**src/rtl/mem_port_arbiter.sv**
```systemverilog
// Shares one single-port memory between instruction fetch and data access.
// Data wins by default; a burst counter hands fetch a slot when it waits too long.
module mem_port_arbiter #(
  parameter int ADDR_W      = 32,
  parameter int DATA_W      = 32,
  parameter int MAX_D_BURST = 4
) (
  input  logic                clk,
  input  logic                reset,
  input  logic                IReqF,
  input  logic [ADDR_W-1:0]   IAddrF,
  output logic [DATA_W-1:0]   IRdataF,
  output logic                IValidF,
  input  logic                DReqM,
  input  logic                DWeM,
  input  logic [ADDR_W-1:0]   DAddrM,
  input  logic [DATA_W-1:0]   DWdataM,
  input  logic [DATA_W/8-1:0] DByteEnM,
  output logic [DATA_W-1:0]   DRdataM,
  output logic                DValidM,
  output logic                MemReq,
  output logic                MemWe,
  output logic [ADDR_W-1:0]   MemAddr,
  output logic [DATA_W-1:0]   MemWdata,
  output logic [DATA_W/8-1:0] MemByteEn,
  input  logic [DATA_W-1:0]   MemRdata,
  input  logic                MemReady,
  output logic                StallMemF,
  output logic                StallMemM
);

  localparam int BE_W = DATA_W / 8;
  localparam logic [3:0] DMAX = 4'(MAX_D_BURST);

  typedef enum logic [1:0] {
    IDLE,
    I_WAIT,
    D_WAIT
  } state_t;

  state_t     state;
  logic [3:0] dcnt;
  logic       d_grant;
  logic       i_grant;
  logic       mem_done;

  always_comb begin
    d_grant = 1'b0;
    i_grant = 1'b0;
    if (state == IDLE) begin
      d_grant = DReqM && (!IReqF || (dcnt < DMAX));
      i_grant = !d_grant && IReqF;
    end
  end

  // MemReady only means something while a request is outstanding
  assign mem_done = MemReq && MemReady;

  always_ff @(posedge clk or posedge reset) begin
    if (reset) begin
      state     <= IDLE;
      dcnt      <= 4'd0;
      MemReq    <= 1'b0;
      MemWe     <= 1'b0;
      MemAddr   <= '0;
      MemWdata  <= '0;
      MemByteEn <= '0;
    end else begin
      unique case (state)
        IDLE: begin
          if (d_grant) begin
            state     <= D_WAIT;
            MemReq    <= 1'b1;
            MemWe     <= DWeM;
            MemAddr   <= DAddrM;
            MemWdata  <= DWdataM;
            MemByteEn <= DByteEnM;
          end else if (i_grant) begin
            state     <= I_WAIT;
            MemReq    <= 1'b1;
            MemWe     <= 1'b0;
            MemAddr   <= IAddrF;
            MemWdata  <= '0;
            MemByteEn <= {BE_W{1'b1}};
          end
          if (i_grant || !IReqF) begin
            dcnt <= 4'd0;
          end else if (d_grant && (dcnt < DMAX)) begin
            dcnt <= dcnt + 4'd1;
          end
        end
        I_WAIT, D_WAIT: begin
          if (mem_done) begin
            state  <= IDLE;
            MemReq <= 1'b0;
          end
        end
        default: begin
          state  <= IDLE;
          MemReq <= 1'b0;
        end
      endcase
    end
  end

  // A flushed fetch still finishes on the bus but never reports completion
  assign IValidF = (state == I_WAIT) && mem_done && IReqF;
  assign DValidM = (state == D_WAIT) && mem_done;
  assign IRdataF = MemRdata;
  assign DRdataM = MemRdata;

  assign StallMemF = IReqF && !IValidF;
  assign StallMemM = DReqM && !DValidM;

  a_hold: assert property (
    @(posedge clk) disable iff (reset)
    (MemReq && !MemReady) |=>
      (MemReq && $stable(MemAddr) && $stable(MemWe) &&
       $stable(MemWdata) && $stable(MemByteEn))
  );

  a_one_valid: assert property (
    @(posedge clk) disable iff (reset)
    !(IValidF && DValidM)
  );

endmodule

```
**config.mk**
```make
export PLATFORM = sky130hd
export DESIGN_NAME = mem_port_arbiter
export DESIGN_NICKNAME = d
export VERILOG_FILES = /design/src/rtl/mem_port_arbiter.sv
export SDC_FILE = /design/constraint.sdc
export NUM_CORES = 1
export LEC_CHECK = 0
export ABC_AREA = 0
export CORE_AREA = 2 2 107 109
export DETAILED_ROUTE_END_ITERATION = 12
export DIE_AREA = 0 0 109 111
export GPL_ROUTABILITY_DRIVEN = 0
export PLACE_DENSITY = 0.81
export SLEW_MARGIN = 0
export SYNTH_ARGS = -nofsm -noshare
export SYNTH_HDL_FRONTEND = slang
export SYNTH_SLANG_ARGS = --single-unit
```
**constraint.sdc**
```tcl
create_clock -name clk -period 3.3 [get_ports clk]
set_input_delay 0.66 -clock clk [delete_from_list [all_inputs] [get_ports clk]]
set_output_delay 0.66 -clock clk [all_outputs]
set_load 0.02 [all_outputs]
```
Word-level counts from Yosys, hierarchy flattened. Index checks and enable logic that the tools add are counted.

Register bits: 76. Bits in latches: 0. Memory bits (writable): 0. ROM bits: 0. Bits of input ports: 138. Memories: 0.

$add $sub $neg: 1. Multipliers: 0. Divide/modulo/power cells: 0. Magnitude comparators: 1. Equality and inequality tests: 4. Shift-type cells: 0. Mux-type cells: 20. Bitwise operators: 0. Reductions and logical operators: 22.

Operators with widths (number): $mux 32 (4); $mux 4 (4); $logic_and 1x1->1 (9); $mux 1 (7); $mux 2 (3); $reduce_and 2->1 (3); $add 4x1->4 const B (1); $logic_not 1->1 (4); $lt 4x3->1 const B (1); $pmux 2 s2 (1); $reduce_bool 2->1 (2); $ne 3x3->1 const B (1); $eq 2x1->1 const B (1); $eq 2x2->1 const B (1); $logic_not 2->1 (1); $logic_or 1x1->1 (2); $ne 2x2->1 const B (1); $pmux 1 s2 (1); $reduce_or 2->1 (1).

Logic depth before layout (Yosys ltp). Gate-level depths: netlist of run 1.

Word-level depth: 9. Mapped depth: 7. Mapped depth without buffers: 5.

Worst setup path after synthesis of run 1. OpenSTA, ideal clock, no wires.

Path type: input to output. From: input port MemReady. To: output port StallMemM. Data arrival time: 1249 ps. Required time: 2640 ps. Setup slack: 1391 ps. Stages: 2. Buffers on the path: 0. Path through: and3_1 -> nor2b_1.

Longest elaborated chain between the ends: 4.

RTL lines: from (decl) (RTL line 27) `input logic MemReady,`; $logic_and 1x1->1 (RTL line 57) `assign mem_done = MemReq && MemReady;`; $logic_and 1x1->1 (RTL line 108) `assign DValidM = (state == D_WAIT) && mem_done;`; $logic_not 1->1 (RTL line 113) `assign StallMemM = DReqM && !DValidM;`; $logic_and 1x1->1 (RTL line 113); to (decl) (RTL line 29) `output logic StallMemM`.

Every way passes these cells.

Final worst setup path of run 1.
From: input port DReqM. To: output port StallMemM.

Longest elaborated chain between the ends: 1.

RTL lines: from (decl) (RTL line 14) `input logic DReqM,`; $logic_and 1x1->1 (RTL line 113).

Every way passes these cells.

==> results of run 1 <==
-- layout by cell type, fill, tap and decap left out, drive strengths merged --
cell type,n
clkdlybuf4s50,179
dfrtp,76
nand2b,33
a22o,33
o221a,32
clkbuf,11
inv,8
o21ai,6
buf,5
o22a,4
ha,4
nor2b,3
clkinv,3
nand3,2
nand4,2
a21oi,2
o22ai,2
and3,2
nor3b,1
nand3b,1
o31ai,1
a21boi,1
o21a,1
nor2,1
and2,1
bufinv,1
-- registers in the layout, indices dropped and copies added (netlist names) --
name       cells
MemAddr       32
MemByteEn      4
MemReq         1
MemWdata      32
MemWe          1
dcnt           4
state          2
-- power breakdown --
group | internal (mW) | switching, mW
sequential | 1.34 | 0.234
clock | 0.590 | 0.369
combinational | 1.28 | 1.19
-- cells by family (layout without fill, tap and decap cells) --
kind of cell,Yosys count,in the layout,share of synthesized area
AND/OR/NAND/NOR,46,46,0.08245
flip-flops,76,76,0.5179
adder cells (fa/ha/maj),4,4,0.01363
buffers and inverters,91,207,0.1772
AO/OA/AOI/OAI,82,82,0.2089
-- worst max-delay path by stage --
stage,startpoint,end,slack [ns],depth (start not counted)
3_5_place_dp,DReqM,StallMemM,0.56,3
5_1_grt,DReqM,StallMemM,0.46,3
4_1_cts,DReqM,StallMemM,0.55,3
3_3_place_gp,DReqM,StallMemM,0.59,3
2_1_floorplan,reset,MemAddr[0]$_DFFE_PP0P_,0.70,1
6_report,DReqM,StallMemM,0.55,3
-- metal layers --
metal,routed length (µm),vias up
met3,664,28
met1,3951,1357
li1,-,1243
met2,5031,102
met5,0,-
met4,233,0
-- layout make-up --
class | instances | share of cell area
clock buffers | 11 | 0.04334
flip-flops and latches | 76 | 0.3541
inverters | 7 | 0.004893
clock inverters | 5 | 0.01142
well taps | 143 | 0.03332
repair buffers | 184 | 0.3430
multi-input cells | 132 | 0.2099
-- synth_stat cells --
master,instances
clkbuf_1,4
o31ai_1,1
buf_2,7
ha_1,4
nand3_1,2
nor2_1,1
o21a_1,1
nand2b_1,33
buf_4,66
o22a_1,4
nand4_1,2
o21ai_2,2
inv_1,7
dfrtp_1,76
a22o_1,33
o221a_2,31
nor2b_1,3
o22ai_1,2
o21ai_0,4
a21boi_0,1
and2_1,1
nor3b_2,1
and3_1,2
nand3b_4,1
buf_6,7
a21oi_1,2
o221a_1,1
==> results.cfg, run 1 <==
[min_path]
whs_path_depth = 1
min_from = MemWdata[8]$_DFFE_PP0P_
holdPathEnd = MemWdata[8]$_DFFE_PP0P_
hp-class = reg2reg

[power]
p_per_area_nw_per_um2 = 932.3
p_leak_nw = 2.201
peakVddDrop_uv = 369.8
total_power_mw = 5.007

[yosys]
synth_area_um2 = 3672
synth_cell_types = 27
ys_ff_latch = 76
yosysTopAreaCellShare = 0.5179
synth_nets = 441
ys_top_cells_by_area = dfrtp_1 52%, buf_4 13%, o221a_2 9.5%
yosysTopAreaCell = dfrtp_1
yosysSeqAreaShare = 0.5179
yosysWarningCount = 0
synth_cells = 299
syn_avg_cell_area_um2 = 12.28

[clocking]
cts_sinks = 76
clk_pin_slew_ns = 0.06
ctsLongestPathBuffers = 2
cts_tree = done
cts_setup_buffers = 0
clock_latency_ns = 0.32
numCtsBuffers = 9
cts_max_level = 3
postCtsHoldBufs = 0
cts.repair.resized = 0
root_buffer = clkbuf_16

[setup_path]
startpoint_type = input pin
endpoint_kind = output port
crit_arrival_ns = 2.09
critical_path.max_stage_delay_ns = 0.64
r2r-start = state[1]$_DFFE_PP0P_
critPathKind = in2out
r2r_cells = 4
worst-endpoint-required_ns = 2.64
critical_path.max_fanout = 7
rrSetupSlack_ns = 0.92
worstPathCellList = clkdlybuf4s50_1, nor2b_1, clkdlybuf4s50_1
cpMostUsedCell = clkdlybuf4s50_1
slowest_stage = clkdlybuf4s50_1
crit_buf_inv = 2
r2r_end = MemWdata[26]$_DFFE_PP0P_
critical_path.top_delay_family = buffers and inverters

[placed_design]
dp_hpwl_um = 7157
place_ws_ns = 0.5620
place_inst = 542
port-buffer-count = 179
placed_cell_area_um2 = 5076

[grt]
use_met3 = 0.03469
gr-usage-met1 = 0.1925
antenna_found_initial = 0
grt_pass1_wl_um = 15490
globalRoute.busiestLayer = met2
grt_use_total = 0.1628
grt_pass1_vias = 2930
met2_usage = 0.2774
overflow = 0
grt_max_degree = 48

[sta]
timing.hold.ws_ns = 0.5015
finalHoldViolations = 0
slew_headroom = 0.2041
setup_violations = 0
min_period_ns = 2.751
grt_setup_unrepaired = no
finalMaxSlewViolations = 0
worstMarginPinSlew_ns = 1.194
min_period_over_period = 0.8335
max_freq_mhz = 363.6
finClkSkew_ns = 0.006372
layout_setup_ws_ns = 0.5495
setup_tns_ns = 0

[run]
cap_violations = 0

[floorplan]
initial_utilization = 0.3315
io_pins = 276
die-area_um2 = 12100
die_w_um = 109
rows = 39
core_area_um2 = 11080
die_h_um = 111

[detailed_routing]
via_per_inst = 4.892
drt_pass1_iterations = 4
drtAntennaViolNets = 0
wl_per_cell_um = 17.71
via_count = 2730
drt_iter0_drc = 147
drt_wl_total_um = 9880
drc = 0

[outcome]
outcome = completed

[cells_and_area]
drive_gt1_frac = 0.1325
stdcell_area_um2 = 5370
synthToLayoutAreaGrowth_pct = 46.24
nNetsFinal = 552
finalNonFillerCells = 558
insertedDiodeCount = 0
final_util = 0.4848
seq_area_um2 = 1902
multi_input_area_um2 = 1127
fill_cells = 984
(Power assumes the default switching activity.)
==> run 2, diff against run 1 <==
--- a/config.mk
+++ b/config.mk
@@ -6,11 +6,10 @@
 export NUM_CORES = 1
 export LEC_CHECK = 0
 export ABC_AREA = 0
-export CORE_AREA = 2 2 107 109
+export CORE_UTILIZATION = 31
 export DETAILED_ROUTE_END_ITERATION = 12
-export DIE_AREA = 0 0 109 111
 export GPL_ROUTABILITY_DRIVEN = 0
-export PLACE_DENSITY = 0.81
+export PLACE_DENSITY = 0.79
 export SLEW_MARGIN = 0
 export SYNTH_ARGS = -nofsm -noshare
 export SYNTH_HDL_FRONTEND = slang
==> constraint.sdc (replaced) <==
create_clock -name clk -period 2.5 [get_ports clk]
set_input_delay 0.5 -clock clk [delete_from_list [all_inputs] [get_ports clk]]
set_output_delay 0.5 -clock clk [all_outputs]
set_load 0.02 [all_outputs]
==> run 2 against run 1 <==
Compared with the run above: final area increased by 0.72%; sequential share of layout area decreased by 0.25 points; register-to-register slack got worse by 0.45 ns; global-route usage decreased by 1.1 points; critical endpoint unchanged; sequential cell count unchanged; via count decreased by 1.5%; setup slack got worse by 0.45 ns; combinational power increased by 31%; wire length decreased by 5.8%; sequential power increased by 32%.
==> results.cfg, run 2 (synthesis gave the netlist of run 1 again) <==
[setup_path]
critical_path.max_fanout = 3
crit_arrival_ns = 1.90
critPathKind = reg2out
worst-endpoint-required_ns = 2.00
slowest_stage = clkdlybuf4s50_1
startpoint_type = flop
critical_path.max_stage_delay_ns = 0.61
crit_buf_inv = 2
worstPathCellList = inv_1, ha_1, and3_1, nor2b_1, clkdlybuf4s50_1
critical_path.top_delay_family = buffers and inverters
endpoint_kind = output port

[clocking]
cts_tree = done
cts_max_level = 3
postCtsHoldBufs = 0
cts_setup_buffers = 0
clock_latency_ns = 0.34
ctsLongestPathBuffers = 2
clk_pin_slew_ns = 0.06
numCtsBuffers = 9
cts_sinks = 76
root_buffer = clkbuf_16
cts.repair.resized = 0

[floorplan]
core_area_um2 = 11470
io_pins = 276
rows = 39
initial_utilization = 0.3202
die-area_um2 = 12290
die_w_um = 110.8
die_h_um = 110.8

[grt]
overflow = 0
antenna_found_initial = 0
grt_use_total = 0.1517
grt_max_degree = 50
grt_pass1_wl_um = 14520
grt_pass1_vias = 2817

[power]
combinationalPowerShare = 0.487
internal_power_mw = 4.275
p_sw_frac = 0.3560
peakVddDrop_uv = 620.7
p_per_area_nw_per_um2 = 1227
power_frac_clock = 0.201
p_leak_nw = 2.218
total_power_mw = 6.638
sequentialPowerShare = 0.312
netSwitchingPower_mw = 2.364

[sta]
finClkSkew_ns = 0.005683
slew_headroom = 0.6370
grt_setup_unrepaired = no
min_period_ns = 2.405
setup_violations = 0
finalMaxSlewViolations = 0
finalHoldViolations = 0
min_period_over_period = 0.9620
worstMarginPinSlew_ns = 0.5445
setup_tns_ns = 0
max_freq_mhz = 415.8

[detailed_routing]
drtAntennaViolNets = 0
wl_per_cell_um = 16.63
via_per_inst = 4.802
via_count = 2689
drt_pass1_iterations = 4
drc = 0
drt_wl_total_um = 9310
drt_iter0_drc = 70

[cells_and_area]
layout_common_cells = 179 x clkdlybuf4s50_1, 76 x dfrtp_1, 33 x nand2b_1, 33 x a22o_1, 31 x o221a_2
drive_gt1_frac = 0.1439
final_common_cell = clkdlybuf4s50_1
insertedDiodeCount = 0
fill_cells = 1029
top_regs = MemAddr x32, MemWdata x32
nNetsFinal = 554
synthToLayoutAreaGrowth_pct = 47.29

[run]
cap_violations = 0

[placed_design]
dp_hpwl_um = 6830
port-buffer-count = 179

[min_path]
hp-class = reg2reg

[outcome]
outcome = completed
==> run 2: path summary, 6_finish.rpt <==
kind	start	endpoint	slack [ns]	cells after the start
setup reg to reg	state[0]$_DFFE_PP0P_	MemAddr[29]$_DFFE_PP0P_	0.47	5
hold reg to reg	MemWdata[30]$_DFFE_PP0P_	MemWdata[30]$_DFFE_PP0P_	0.50	1
min in group asynchronous	reset	MemWdata[23]$_DFFE_PP0P_	0.51	2
hold / removal	MemWdata[30]$_DFFE_PP0P_	MemWdata[30]$_DFFE_PP0P_	0.50	1
max in group asynchronous	reset	MemAddr[21]$_DFFE_PP0P_	1.37	3
setup / recovery	state[0]$_DFFE_PP0P_	StallMemM	0.1	5
==> run 2: power by group through the flow <==
| stage | clock, mW | combinational [mW] | sequential, mW |
|---|---|---|---|
| floorplan | 0 | 1.37 | 2.67 |
| global placement | 0 | 3.21 | 2.06 |
| detailed placement | 0 | 3.27 | 2.07 |
| CTS | 1.38 | 3.28 | 2.08 |
| global route | 1.44 | 3.42 | 2.13 |
| finish | 1.34 | 3.23 | 2.07 |
==> run 2: metal layers <==
layer,part of all wire,vias to the layer above,GRT usage
met1,0.42,1280,0.1757
li1,-,1242,-
met2,0.47,142,0.2439
met5,0,-,0
met3,0.087,25,0.05303
met4,0.026,0,0.08533
==> run 2: layout make-up <==
cell class                 instances  area, µm²  area share
tap                              143      178.9     0.03308
multi-input combinational        132       1132      0.2093
clock inverter                     6      72.57     0.01342
clock buffer                      10      239.0     0.04418
timing repair buffer             186       1857      0.3433
sequential                        76       1902      0.3516
inverter                           7      27.53    0.005089
==> run 2: stage by stage <==
step	std cells	worst slack [ns]	cell area (µm²)	util	hold slack, ns
floorplan	299	0.06167	3672	-	0.4628
global placement	544	0.1327	5097	0.4445	0.4874
detailed placement	544	0.1132	5097	0.4445	0.4909
CTS	560	0.08868	5409	0.4717	0.5078
global route	560	0.02006	5409	0.4717	0.5178
finish	560	0.09512	5409	0.4717	0.5047
